===== src/rtl/vga_timing_pkg.sv =====
// Shared constants for the VGA/SVGA timing generator.
// Holds the standard mode timings and an elaboration-time helper that checks whether an
// axis timing fits within its total and within the counter width.
// No ports.
package vga_timing_pkg;

   // SVGA 800x600@60
   localparam int unsigned SVGA_H_ACTIVE = 800;
   localparam int unsigned SVGA_H_FP     = 40;
   localparam int unsigned SVGA_H_SYNC   = 128;
   localparam int unsigned SVGA_H_TOTAL  = 1056;
   localparam int unsigned SVGA_V_ACTIVE = 600;
   localparam int unsigned SVGA_V_FP     = 1;
   localparam int unsigned SVGA_V_SYNC   = 4;
   localparam int unsigned SVGA_V_TOTAL  = 628;

   // VGA 640x480@60
   localparam int unsigned VGA_H_ACTIVE = 640;
   localparam int unsigned VGA_H_FP     = 16;
   localparam int unsigned VGA_H_SYNC   = 96;
   localparam int unsigned VGA_H_TOTAL  = 800;
   localparam int unsigned VGA_V_ACTIVE = 480;
   localparam int unsigned VGA_V_FP     = 10;
   localparam int unsigned VGA_V_SYNC   = 2;
   localparam int unsigned VGA_V_TOTAL  = 525;

   // True when active+fp+sync fits in total and total fits in a cnt_w-bit counter.
   function automatic bit axis_fits(input int unsigned active, input int unsigned fp,
                                    input int unsigned sync, input int unsigned total,
                                    input int unsigned cnt_w);
      logic [63:0] sum;
      logic [63:0] lim;
      sum = 64'(active) + 64'(fp) + 64'(sync);
      lim = 64'(1) << cnt_w;
      return (sum <= 64'(total)) && (64'(total) <= lim) && (total > 0);
   endfunction

endpackage


===== src/rtl/vga_axis_counter.sv =====
// One timing axis (horizontal or vertical) of the sync generator.
// Ports:
//   CLK    in   clock
//   RST_N  in   asynchronous active-low reset
//   step   in   advance the counter by one position this cycle
//   count  out  current position, 0..TOTAL-1 (resets to TOTAL-1)
//   wrap   out  combinational: step is high and count is at TOTAL-1 (next position is 0)
//   sync   out  registered sync level for the position shown on count
//   active out  combinational: the position count will hold after this cycle is visible
module vga_axis_counter #(
   parameter int unsigned ACTIVE = 800,
   parameter int unsigned FP     = 40,
   parameter int unsigned SYNC   = 128,
   parameter int unsigned TOTAL  = 1056,
   parameter logic        POL    = 1'b1,
   parameter int unsigned CNT_W  = 12
) (
   input  logic             CLK,
   input  logic             RST_N,
   input  logic             step,
   output logic [CNT_W-1:0] count,
   output logic             wrap,
   output logic             sync,
   output logic             active
);

   localparam logic [CNT_W-1:0] LAST     = CNT_W'(TOTAL - 1);
   // One extra bit so that a sync window ending exactly at 2^CNT_W does not alias to 0.
   localparam logic [CNT_W:0]   ACT_END  = (CNT_W+1)'(ACTIVE);
   localparam logic [CNT_W:0]   SYNC_BEG = (CNT_W+1)'(ACTIVE + FP);
   localparam logic [CNT_W:0]   SYNC_END = (CNT_W+1)'(ACTIVE + FP + SYNC);

   logic [CNT_W-1:0] count_next;
   logic [CNT_W:0]   next_ext;
   logic             sync_next;

   always_comb begin
      wrap       = step && (count == LAST);
      count_next = count;
      if (wrap) begin
         count_next = '0;
      end else if (step) begin
         count_next = count + CNT_W'(1);
      end
      next_ext  = {1'b0, count_next};
      active    = (next_ext < ACT_END);
      sync_next = ((next_ext >= SYNC_BEG) && (next_ext < SYNC_END)) ? POL : ~POL;
   end

   always_ff @(posedge CLK or negedge RST_N) begin
      if (!RST_N) begin
         count <= LAST;
         sync  <= ~POL;
      end else if (step) begin
         count <= count_next;
         sync  <= sync_next;
      end
   end

endmodule


===== src/rtl/vga_timing_gen.sv =====
// Parametrised VGA timing generator. All outputs are registered from the next counter values,
// so sync, de and strobes always describe the pixel shown on pixel_x/pixel_y.
// Optional feature macro: VGA_TIMING_SYNC_DELAY_EN -- when defined, h_sync, v_sync and de are
// delayed by SYNC_DELAY enabled cycles to match a pixel pipeline; coordinates and strobes are not.
// Ports:
//   CLK          in   pixel clock
//   RST_N        in   asynchronous active-low reset
//   pix_en       in   pixel clock-enable; all state holds while low
//   h_sync       out  horizontal sync, active level H_POL
//   v_sync       out  vertical sync, active level V_POL
//   de           out  data enable, high on visible pixels
//   pixel_x      out  current column
//   pixel_y      out  current line
//   line_start   out  pulse (one enabled cycle) when pixel_x == 0
//   frame_start  out  pulse (one enabled cycle) when pixel_x == 0 and pixel_y == 0
module vga_timing_gen
   import vga_timing_pkg::*;
#(
   parameter int unsigned CNT_W      = 12,
   parameter int unsigned H_ACTIVE   = SVGA_H_ACTIVE,
   parameter int unsigned H_FP       = SVGA_H_FP,
   parameter int unsigned H_SYNC     = SVGA_H_SYNC,
   parameter int unsigned H_TOTAL    = SVGA_H_TOTAL,
   parameter logic        H_POL      = 1'b1,
   parameter int unsigned V_ACTIVE   = SVGA_V_ACTIVE,
   parameter int unsigned V_FP       = SVGA_V_FP,
   parameter int unsigned V_SYNC     = SVGA_V_SYNC,
   parameter int unsigned V_TOTAL    = SVGA_V_TOTAL,
   parameter logic        V_POL      = 1'b1,
   parameter int unsigned SYNC_DELAY = 2
) (
   input  logic             CLK,
   input  logic             RST_N,
   input  logic             pix_en,
   output logic             h_sync,
   output logic             v_sync,
   output logic             de,
   output logic [CNT_W-1:0] pixel_x,
   output logic [CNT_W-1:0] pixel_y,
   output logic             line_start,
   output logic             frame_start
);

   if (!axis_fits(H_ACTIVE, H_FP, H_SYNC, H_TOTAL, CNT_W)) begin : g_bad_h
      $error("vga_timing_gen: horizontal timing does not fit H_TOTAL or CNT_W");
   end
   if (!axis_fits(V_ACTIVE, V_FP, V_SYNC, V_TOTAL, CNT_W)) begin : g_bad_v
      $error("vga_timing_gen: vertical timing does not fit V_TOTAL or CNT_W");
   end

   logic h_wrap, v_wrap, v_step;
   logic h_sync_raw, v_sync_raw;
   logic h_active, v_active;
   logic de_q, line_start_q, frame_start_q;

   // The vertical axis steps on the horizontal wrap, so v_sync only changes where x becomes 0.
   assign v_step = h_wrap;

   vga_axis_counter #(
      .ACTIVE (H_ACTIVE),
      .FP     (H_FP),
      .SYNC   (H_SYNC),
      .TOTAL  (H_TOTAL),
      .POL    (H_POL),
      .CNT_W  (CNT_W)
   ) u_h_axis (
      .CLK    (CLK),
      .RST_N  (RST_N),
      .step   (pix_en),
      .count  (pixel_x),
      .wrap   (h_wrap),
      .sync   (h_sync_raw),
      .active (h_active)
   );

   vga_axis_counter #(
      .ACTIVE (V_ACTIVE),
      .FP     (V_FP),
      .SYNC   (V_SYNC),
      .TOTAL  (V_TOTAL),
      .POL    (V_POL),
      .CNT_W  (CNT_W)
   ) u_v_axis (
      .CLK    (CLK),
      .RST_N  (RST_N),
      .step   (v_step),
      .count  (pixel_y),
      .wrap   (v_wrap),
      .sync   (v_sync_raw),
      .active (v_active)
   );

   // h_wrap / v_wrap mean the next position is x==0 / (0,0); strobes hold while pix_en is low.
   always_ff @(posedge CLK or negedge RST_N) begin
      if (!RST_N) begin
         de_q          <= 1'b0;
         line_start_q  <= 1'b0;
         frame_start_q <= 1'b0;
      end else if (pix_en) begin
         de_q          <= h_active && v_active;
         line_start_q  <= h_wrap;
         frame_start_q <= v_wrap;
      end
   end

   assign line_start  = line_start_q;
   assign frame_start = frame_start_q;

`ifdef VGA_TIMING_SYNC_DELAY_EN
   if (SYNC_DELAY == 0) begin : g_no_delay
      assign h_sync = h_sync_raw;
      assign v_sync = v_sync_raw;
      assign de     = de_q;
   end else begin : g_delay
      logic [SYNC_DELAY-1:0] hs_pipe, vs_pipe, de_pipe;

      always_ff @(posedge CLK or negedge RST_N) begin
         if (!RST_N) begin
            hs_pipe <= {SYNC_DELAY{~H_POL}};
            vs_pipe <= {SYNC_DELAY{~V_POL}};
            de_pipe <= '0;
         end else if (pix_en) begin
            hs_pipe[0] <= h_sync_raw;
            vs_pipe[0] <= v_sync_raw;
            de_pipe[0] <= de_q;
            for (int i = 1; i < int'(SYNC_DELAY); i++) begin
               hs_pipe[i] <= hs_pipe[i-1];
               vs_pipe[i] <= vs_pipe[i-1];
               de_pipe[i] <= de_pipe[i-1];
            end
         end
      end

      assign h_sync = hs_pipe[SYNC_DELAY-1];
      assign v_sync = vs_pipe[SYNC_DELAY-1];
      assign de     = de_pipe[SYNC_DELAY-1];
   end
`else
   assign h_sync = h_sync_raw;
   assign v_sync = v_sync_raw;
   assign de     = de_q;
`endif

endmodule


===== config.mk =====
export PLATFORM = sky130hd
export DESIGN_NAME = vga_timing_gen
export DESIGN_NICKNAME = d
export VERILOG_FILES = /design/src/rtl/vga_timing_pkg.sv /design/src/rtl/vga_axis_counter.sv /design/src/rtl/vga_timing_gen.sv
export SDC_FILE = /design/constraint.sdc
export NUM_CORES = 1
export LEC_CHECK = 0
export CORE_MARGIN = 2
export CORE_UTILIZATION = 55
export CTS_BUF_LIST = sky130_fd_sc_hd__clkbuf_4 sky130_fd_sc_hd__clkbuf_8
export CTS_CLUSTER_DIAMETER = 200
export DETAILED_ROUTE_END_ITERATION = 12
export GPL_TIMING_DRIVEN = 0
export PLACE_DENSITY = 0.87
export RECOVER_POWER = 50
export SLEW_MARGIN = 20
export SYNTH_ARGS = -nofsm -noshare
export SYNTH_HDL_FRONTEND = slang
export SYNTH_SLANG_ARGS = --single-unit

===== constraint.sdc =====
create_clock -name CLK -period 3.2 [get_ports CLK]
set_clock_uncertainty 0.15 [all_clocks]
set_input_delay 0.64 -clock CLK [delete_from_list [all_inputs] [get_ports CLK]]
set_output_delay 0.64 -clock CLK [all_outputs]
set_load 0.1 [all_outputs]

### Word-level counts from Yosys, hierarchy flattened

Index checks and enable logic that the tools add are counted.

* divide/modulo/power cells: 0
* multiplexer cells: 6
* equal/unequal tests: 2
* bitwise logic cells: 0
* $add $sub $neg: 2
* shifts and indexed selects: 0
* multipliers: 0
* $lt $le $gt $ge: 6
* reduce and logical (&&, ||, !) cells: 5

Operator list (number)
* less-than comparator 12 x 10 -> 1 bit (second input constant): 4
* 2-to-1 mux 12 bit: 4
* adder 12 x 1 -> 12 bit (second input constant): 2
* greater-or-equal comparator 12 x 10 -> 1 bit (second input constant): 2
* equality test 12 x 10 -> 1 bit (second input constant): 1
* equality test 12 x 11 -> 1 bit (second input constant): 1
* logical AND 1 bit: 5
* 2-to-1 mux 1 bit: 2

* RAM bits: 0
* bits in latches: 0
* logic and storage cells: 28
* output and inout bits: 29
* register bits after elaboration: 29
* bits of input ports: 3
* memories kept: 0
* bits in read-only memories: 0

### Logic depth before layout (Yosys ltp)

* depth after elaboration: 7
* mapped depth: 10
* mapped depth without buffers: 7

### Modules after synthesis

Synthesis repeated with hierarchy kept, for this count alone.

* cell total of the unflattened synthesis: 200
* area, all modules: 1958.1 µm²

Modules (own cells, without submodules)
* vga_axis_counter at u_h_axis: sequential area each 332.8 µm², instances 1, area an instance 930.9 µm², cells each 101
* vga_axis_counter at u_v_axis: sequential area each 332.8 µm², instances 1, area an instance 915.9 µm², cells each 91
* vga_timing_gen: sequential area each 75.1 µm², instances 1, area an instance 111.4 µm², cells each 8

### Worst setup path after synthesis

Ideal clock, no wire load.

* path type: reg2reg
* start point: reg u_h_axis.count[1]
* end point: reg de_q, in the netlist de
* library setup time: 0.120 ns
* path buffers: 2
* arrival time: 2.576 ns
* path slack: 0.354 ns
* data required time: 2.930 ns
* stages on the path, launching flop included: 10
* period minus slack after synthesis: 2.846 ns
* cell sequence: dfstp_2 -> ha_1 -> and3_1 -> buf_2 -> nand4_2 -> buf_6 -> or3_4 -> a211oi_2 -> nand4_1 -> o211a_1

* longest elaborated chain between the ends: 6
* elaborated cells on any way between the ends: 11
* classes of those cells: add/sub: 1; order compare: 2; eq/ne: 1; mux: 4; reduce/logical: 3

RTL lines
* from (decl): line vga_axis_counter.sv:21 `output logic [CNT_W-1:0] count,`
* from (signal assigned): line vga_axis_counter.sv:55 `count <= count_next;`
* parallel branches: the longest is 5 deep, another holds adder 12 x 1 -> 12 bit
* logical AND 1 bit *: line vga_timing_gen.sv:100 `de_q <= h_active && v_active;`
* to (signal assigned): line vga_timing_gen.sv:100
* to (decl): line vga_timing_gen.sv:54 `logic de_q, line_start_q, frame_start_q;`

Mark *: on every way between the ends.
A chain may end at the register's enable or synchronous reset.

### Worst setup path after layout

* start point: reg u_h_axis.count[0]
* end point: out pixel_x[0]

RTL lines
* to (decl): line vga_timing_gen.sv:38 `output logic [CNT_W-1:0] pixel_x,`

No word-level cell between the ends.

==> flow_metrics.tcl <==
set metrics [dict create \
    grt_usage_pct 22.8 \
    synth_area_um2 1870 \
    synth_largest_area_cell "dfrtp_1" \
    insertedDiodeCount 0 \
    cts.path.max_buffers 2 \
    postRouteAntennaNets 0 \
    drive_gt1_share_pct 16.3 \
    start_util_pct 56.4 \
    ys_async_sr_fraction_pct 100 \
    cts.sinks 29 \
    crit_arrival_ps 2100 \
    setup_viol 0 \
    core-area_um2 3310 \
    clk_latency_ps 330 \
    ys.warnings.count 0 \
    grt_max_degree 30 \
    io-pin-count 32 \
    violations "capacitance limit" \
    gp_congestion 0.904 \
    max_cap_violations 1 \
    slowest_delay_ps 1160 \
    final.min_clock_period_ps 2890 \
    layout_setup_ws_ps 309 \
    overflow 0 \
    postPlaceCellArea_um2 2220 \
    slew_headroom_pct 0.0616 \
    die_h_um 62.3 \
    cts_resized 0 \
    pre_cts_ws_ps 574 \
    drt_iter0_drc 86 \
    ir_worst_vdd_v 0.000688 \
    via_per_inst 5.85 \
    synth_top_area_share_pct 22.8 \
    syn-num-nets 207 \
    ys_types 56 \
    antenna_found_initial 0 \
    cts_root_buffer "clkbuf_4" \
    dieArea_um2 3880 \
    status "finished, violations left" \
    avgSynthCellArea_um2 9.24 \
    grt_pass1_vias 1486 \
    synth-seq-area-share_pct 39.7 \
    yosysMostFrequentCell "nand2_1" \
    synthTopCellsByCount "nand2_1 (19), dfrtp_1 (17), o21ai_0 (16), dfstp_2 (12), inv_1 (11)" \
    rsz0062_at_grt "false" \
    die_w_um 62.3 \
    leakage_nw 0.909 \
    grt_pass1_wl_um 7090 \
    synth-seq-cells 29 \
    cts_hold_buffers 0 \
    multi_input_comb_area_um2 995 \
    path_class "flip-flop to primary output" \
    crit_path_end_kind "primary output" \
    cts_tree "yes" \
    netlist_instances 202 \
    port-buffer-count 30 \
    cts.clk_slew.worst_paths_ps 100 \
    crit_path_cell_trace "clkdlybuf4s50_1" \
    setup_tns_ps 0 \
    synth_ff_type "dfrtp_1" \
    seqCellArea_um2 741 \
    cp.required_ps 2410 \
    p_per_area_nw_per_um2 557 \
    slowest_stage "clkdlybuf4s50_1" \
    cts_buffers 5 \
    tightestPinTransition_ps 1500 \
    drc 0 \
    final_cell_area_um2 2270 \
    cts_setup_buffers 0 \
    worstHoldPathType "flip-flop to flip-flop" \
    hold_viol 0 \
    wl_per_cell_um 14.0 \
    fillers 278 \
    fin_crit_sh_pct 90.3 \
    synthTopCellsByArea "dfrtp_1 (23%), dfstp_2 (17%), xnor2_1 (4.7%), o21ai_0 (4.3%), nand2_1 (3.8%)" \
    critPathLaunchType "flip-flop" \
    first_pass_iters 4 \
    hpwlAfterDp_um 2890 \
    crit_family "buffers and inverters" \
    drv_slew 0 \
    max_freq_ghz 0.346 \
    htree_levels 2 \
    synth_edf_count 0 \
    vias 1673 \
    wirelength_um 4000 \
    fp-row-count 21 \
    finalNetCount 244 \
    area_growth_pct 21.6 \
    cp_max_fo 5 \
    cp_num_buf_inv 1 \
]
-- path summary, 6_finish.rpt --
kind	start	endpoint	slack (ps)	cells past startpoint
worst max-delay path	u_h_axis.count[0]	pixel_x[0]	310	1
worst min-delay path	u_v_axis.sync	u_v_axis.sync	350	2
worst max register to register	u_h_axis.count[0]	de	400	9
worst min register to register	u_v_axis.sync	u_v_axis.sync	350	2
max in group asynchronous	RST_N	de	1520	1
min in group asynchronous	RST_N	u_h_axis.count[11]	500	1
-- power breakdown --
part,total (mW),switching (mW),internal [mW]
combinational,0.548,0.408,0.140
sequential,0.463,0.0373,0.426
clock,0.253,0.128,0.125
total,1.26,0.573,0.691
-- routing by layer --
layer | up-vias | global-route usage, % | part of all wire, %
met4 | 0 | 7.78 | 1.9
met1 | 796 | 34.3 | 50
met3 | 8 | 5.80 | 5.5
met5 | - | 0 | 0
met2 | 52 | 31.8 | 43
li1 | 817 | - | -
-- sequential cells by signal, indices dropped and copies added (netlist names) --
register        cells
u_h_axis.count     12
u_v_axis.count     12
de                  1
frame_start         1
line_start          1
u_h_axis.sync       1
u_v_axis.sync       1
-- kinds of logic (layout without fill, tap and decap cells) --
kind of cell | count (synthesis) | count (layout) | share of synthesized area (%)
DFF | 29 | 29 | 39.7
buffers and inverters | 25 | 63 | 6.70
adders and majority gates | 2 | 2 | 1.34
and+or+nand+nor | 86 | 86 | 27.8
xor gates and xnor gates | 16 | 16 | 7.51
AOI/OAI and AO/OA | 44 | 44 | 17.0
-- area by class of cell --
cell class              count  area share, %
flip-flops and latches     29           32.6
multi-input cells         148           43.8
clock buffers               8           2.92
well taps                  46           2.53
plain buffers              14           3.36
repair buffers             30           12.9
inverters                  11           1.82
-- metrics by stage --
| step | hold slack (ps) | total power, mW | util (%) | instances |
|---|---|---|---|---|
| floorplan | 194 | 0.908 | - | 202 |
| global placement | 318 | 1.01 | 67.2 | 278 |
| detailed placement | 332 | 1.02 | 67.0 | 278 |
| CTS | 195 | 1.27 | 69.0 | 286 |
| global route | 389 | 1.33 | 68.6 | 286 |
| finish | 346 | 1.26 | 68.6 | 286 |
-- cells in the final DEF (no fill, tap or decap), types with 2 or more instances in the layout --
cell	count
clkbuf_2	2
nor4_1	2
nand3_1	6
clkbuf_1	5
buf_4	2
nand4_1	10
dfstp_2	11
nand2_1	19
clkbuf_4	7
nor3_1	9
ha_1	2
a21oi_1	4
o21ai_0	16
or3_1	2
o211a_1	4
buf_2	5
and2_1	2
clkdlybuf4s50_1	29
xnor2_1	10
nor4b_1	2
nor2b_1	2
nor3_2	2
and3_1	3
or4_1	3
inv_1	11
dfrtp_1	17
nand2b_1	3
xor2_1	6
o211ai_1	2
and4_1	4
or2_2	2
nor2_1	9
No activity file was read; power rests on OpenSTA's default activity.
==> edit 1 (same flow settings) <==
`CNT_W` is set to 12 in 2 places; all go to 16.
--- a/src/rtl/vga_axis_counter.sv
+++ b/src/rtl/vga_axis_counter.sv
@@ -13,7 +13,7 @@
    parameter int unsigned SYNC   = 128,
    parameter int unsigned TOTAL  = 1056,
    parameter logic        POL    = 1'b1,
-   parameter int unsigned CNT_W  = 12
+   parameter int unsigned CNT_W  = 16
 ) (
    input  logic             CLK,
    input  logic             RST_N,
--- a/src/rtl/vga_timing_gen.sv
+++ b/src/rtl/vga_timing_gen.sv
@@ -16,7 +16,7 @@
 module vga_timing_gen
    import vga_timing_pkg::*;
 #(
-   parameter int unsigned CNT_W      = 12,
+   parameter int unsigned CNT_W      = 16,
    parameter int unsigned H_ACTIVE   = SVGA_H_ACTIVE,
    parameter int unsigned H_FP       = SVGA_H_FP,
    parameter int unsigned H_SYNC     = SVGA_H_SYNC,
Interface: changed (resized pixel_x and pixel_y); port bits go from 32 to 40. No check against the original RTL was run, so the function may have changed too.
==> edit 1 against the original RTL <==
  * Worst setup slack lost 120 ps
  * Die area up 9.1%
  * First-iteration DRC count grew 49%
  * Largest cell class unchanged
  * Clock power up 67%
  * Non-clock buffer count is 1 higher
  * Area after synthesis is 9.8% higher
  * Power up 20%
  * Worst hold slack got worse by 94 ps
  * Register-to-register slack worse by 210 ps
  * Sequential share of layout area up 3.3 points
  * Sequential cell count up 8
  * Routed wire length rose by 18%
  * Final area up 15%
==> edit 1: results (changes against the original RTL) <==
[layout]
layout.nets=250  ; +2.5%
drive_above_1_share_pct=14.23  ; -2.0 points
fillers=274  ; -1.4%

[logic_synthesis]
synth-adder-area-share_pct=1.221  ; -0.12 points
syn_inst=199  ; -1.5%
synth-compound-area-share_pct=8.852  ; -8.1 points
synth_common_cells=dfrtp_1, nand2_1, nor2_1, xor2_1, xnor2_1
synth-xor-area-share_pct=12.39  ; +4.9 points
ys_seq_area_share_pct=45.91  ; +6.2 points
muxShareOfSynthArea_pct=2.076  ; +2.1 points
netlist-cell-type-count=48  ; -14%

[detailed_routing]
wirelength_um=4708  ; +18%
met3WireLength_um=230  ; +5.0%
wl_met1_um=2138  ; +6.6%
viasPerCell=6.000  ; +2.6%
wl_met2_um=2243  ; +32%
dr_total_vias=1764  ; +5.4%

[setup_path]
r2r_cells=10  ; +1
crit_arrival_ps=3060  ; +960 ps
crit_path_top_delay_cell=dfstp_2
critPathTopFamily=simple AND/OR/NAND/NOR gates

[power]
ir_worst_vdd_uv=803.5  ; +17%
p_leak_nw=1.171  ; +29%

[global_routing]
grt_use_met1_pct=35.27  ; +1.0 points
grt_usage_pct=23.99  ; +1.2 points
grt_pass1_wl_um=7659  ; +8.0%
grt_pass1_vias=1632  ; +9.8%
use_met2_pct=35.05  ; +3.3 points
met3_usage_pct=3.472  ; -2.3 points

[place]
port_buffers=38  ; +27%
dp_hpwl_um=3416  ; +18%
gp_congestion=0.8839  ; -2.2%
dp_slack_ps=162.0  ; -412.1 ps
placed_cells=286  ; +2.9%
place_area_um2=2512  ; +13%

[clock_tree]
cts_root_buf=clkbuf_8

[run_status]
status=complete, no violations

[timing]
slew_headroom_pct=22.40  ; +22 points

-- edit 1: area by class of cell --
| cell class | count | area [µm²] | share of cell area, % |
|---|---|---|---|
| repair buffers | 39 | 377.9 | 14.44 |
| flip-flops and latches | 37 | 940.9 | 35.96 |
| multi-input cells | 145 | 1036 | 39.60 |
| plain buffers | 6 | 40.04 | 1.530 |
| inverters | 11 | 41.29 | 1.578 |
| clock buffers | 7 | 90.09 | 3.443 |
| clock inverters | 1 | 30.03 | 1.148 |
| well taps | 48 | 60.06 | 2.296 |
-- edit 1: where the power goes --
group / internal (mW) / switching [mW]
clock: 0.262 / 0.161
sequential: 0.529 / 0.0555
combinational: 0.128 / 0.381
total: 0.919 / 0.598
-- edit 1: path summary, 6_finish.rpt --
path | endpoint | slack [ps]
setup / recovery | de | 190
hold / removal | u_h_axis.sync | 250
setup reg to reg | de | 190
hold reg to reg | frame_start | 340
max in group asynchronous | u_v_axis.count[11] | 1130
min in group CLK | frame_start | 340
==> edit 2 (same flow settings) <==
Made on the original files. Compare `count` against `LAST` with >= in place of ==.
--- a/src/rtl/vga_axis_counter.sv
+++ b/src/rtl/vga_axis_counter.sv
@@ -35,7 +35,7 @@
    logic             sync_next;
 
    always_comb begin
-      wrap       = step && (count == LAST);
+      wrap       = step && (count >= LAST);
       count_next = count;
       if (wrap) begin
          count_next = '0;
Check against the original RTL: same outputs for any inputs over 10 cycles, from zero or initial values and one cycle with RST_N low; that may be too few to reach the edited logic, so the function may still have changed.
==> edit 2 against the original RTL <==
  * The flow finishes with violations (max-capacitance violations, max-slew violations)
  * Maximum frequency decreased by 6.2%
  * Power decreased by 2.5%
  * Final area decreased by 4.0%
  * Routed wire length increased by 5.7%
  * Area after synthesis decreased by 4.6%
  * Worst setup slack got worse by 190 ps
  * Non-clock buffer count decreased by 2
  * Sequential cell count unchanged
  * Critical path type is now input port to register
  * Largest power group unchanged
==> edit 2: results (changes against the original RTL) <==
[run_status]
status=finished, violations left
violations=max-capacitance violations, max-slew violations

[power]
pwr-share-seq_pct=39.0  ; +2.3 points
p_leak_nw=0.8563  ; -5.8%
combPwrFrac_pct=43.4  ; about the same
ir_worst_vdd_uv=656.9  ; -4.5%
comb-power_mw=0.534  ; -3%
switchingPower_mw=0.5937  ; +3.6%

[layout]
top_regs=u_h_axis.count (12), u_v_axis.count (12)
fillers=247  ; -11%
drive_above_1_share_pct=13.50  ; -2.7 points
multi_input_area_um2=934.6  ; -6.0%
layout.nets=241  ; -1.2%
final-instance-count-excl-fill=281  ; -1.7%

[place]
port_buffers=31  ; +3.3%
placed_cells=273  ; -1.8%
dp_slack_ps=-134.7  ; -708.8 ps
dp_hpwl_um=3019  ; +4.6%
place_area_um2=2142  ; -3.5%
gp_congestion=0.8477  ; -6.2%

[detailed_routing]
met3WireLength_um=226  ; +3.2%
wl_met2_um=1958  ; +15%
wl_met1_um=1960  ; -2.3%
top_layer_used=met4
viasPerCell=5.836  ; -0.23%
drtIter0Drc=106  ; +23%
first_pass_iters=5  ; +1
wirelength_um=4234  ; +5.7%

[setup_path]
slowest_delay_ps=470  ; -690 ps
critPathTopFamily=compound AO/OA/AOI/OAI gates
cp_max_fo=10  ; +5
crit_path_top_delay_cell=clkdlybuf4s50_1
crit_arrival_ps=3120  ; +1020 ps

[logic_synthesis]
async_reset_ff_share_pct=100.0  ; unchanged
synth_common_cells=nand2_1, nor2_1, dfrtp_1, o21ai_0, dfstp_2
ys_seq_area_share_pct=41.57  ; +1.9 points
synth_nets=203  ; -1.9%
netlist-cell-type-count=52  ; -7.1%
yosys-top-cells-area=dfrtp_1, dfstp_2, o21ai_0, nand2_1, nor2_1
avgSynthCellArea_um2=8.999  ; -2.6%

[clock_tree]
ctsResizeCount=0  ; unchanged
htree_levels=2  ; unchanged
cts_made_buffers=5  ; unchanged
clock_path_buffers=2  ; unchanged
clkSlewWorstSetupHoldPaths_ps=100  ; about the same
clock_latency_ps=320

[global_routing]
grt_pass1_vias=1482  ; -0.27%
grt_pass1_wl_um=7010  ; -1.2%
antenna_found_initial=0  ; unchanged
grt_max_degree=30  ; unchanged
met3_usage_pct=4.691  ; -1.1 points
grt_usage_pct=25.58  ; +2.8 points
use_met2_pct=38.40  ; +6.6 points
grt_use_met1_pct=37.70  ; +3.4 points

[timing]
setup_viol=0  ; unchanged
worst_pin_slew_ps=1502  ; +2.443 ps
maxSlewViolCount=29  ; +29

[min_path]
hold_class=register to register

[job]
drv_cap=1  ; unchanged

==> edit 2: worst paths after layout <==
check,slack [ps],endpoint,cells after the start,start
worst max-delay path,120,de,10,pix_en
worst min-delay path,360,line_start,2,line_start
worst max register to register,300,de,7,u_h_axis.count[9]
worst min register to register,360,line_start,2,line_start
max in group asynchronous,1510,u_h_axis.sync,1,RST_N
min in group asynchronous,510,u_h_axis.count[7],1,RST_N
==> edit 2: area by class of cell <==
type,instances,share of cell area (%)
clock inverter,3,0.8037
buffer,11,2.411
clock buffer,5,1.722
inverter,10,1.722
sequential,29,33.98
timing repair buffer,31,13.95
multi-input combinational,148,42.88
tap,44,2.526
==> edit 2: logic make-up (layout without fill, tap and decap cells) <==
kind of cell | Yosys count | count (layout) | share of synthesized area, %
mux | 5 | 5 | 3.230
flops | 29 | 29 | 41.57
xor+xnor | 9 | 9 | 4.424
buf+inv | 21 | 60 | 5.056
fa+ha+maj | 2 | 2 | 1.404
simple gates | 82 | 82 | 23.60
compound gates | 50 | 50 | 20.72
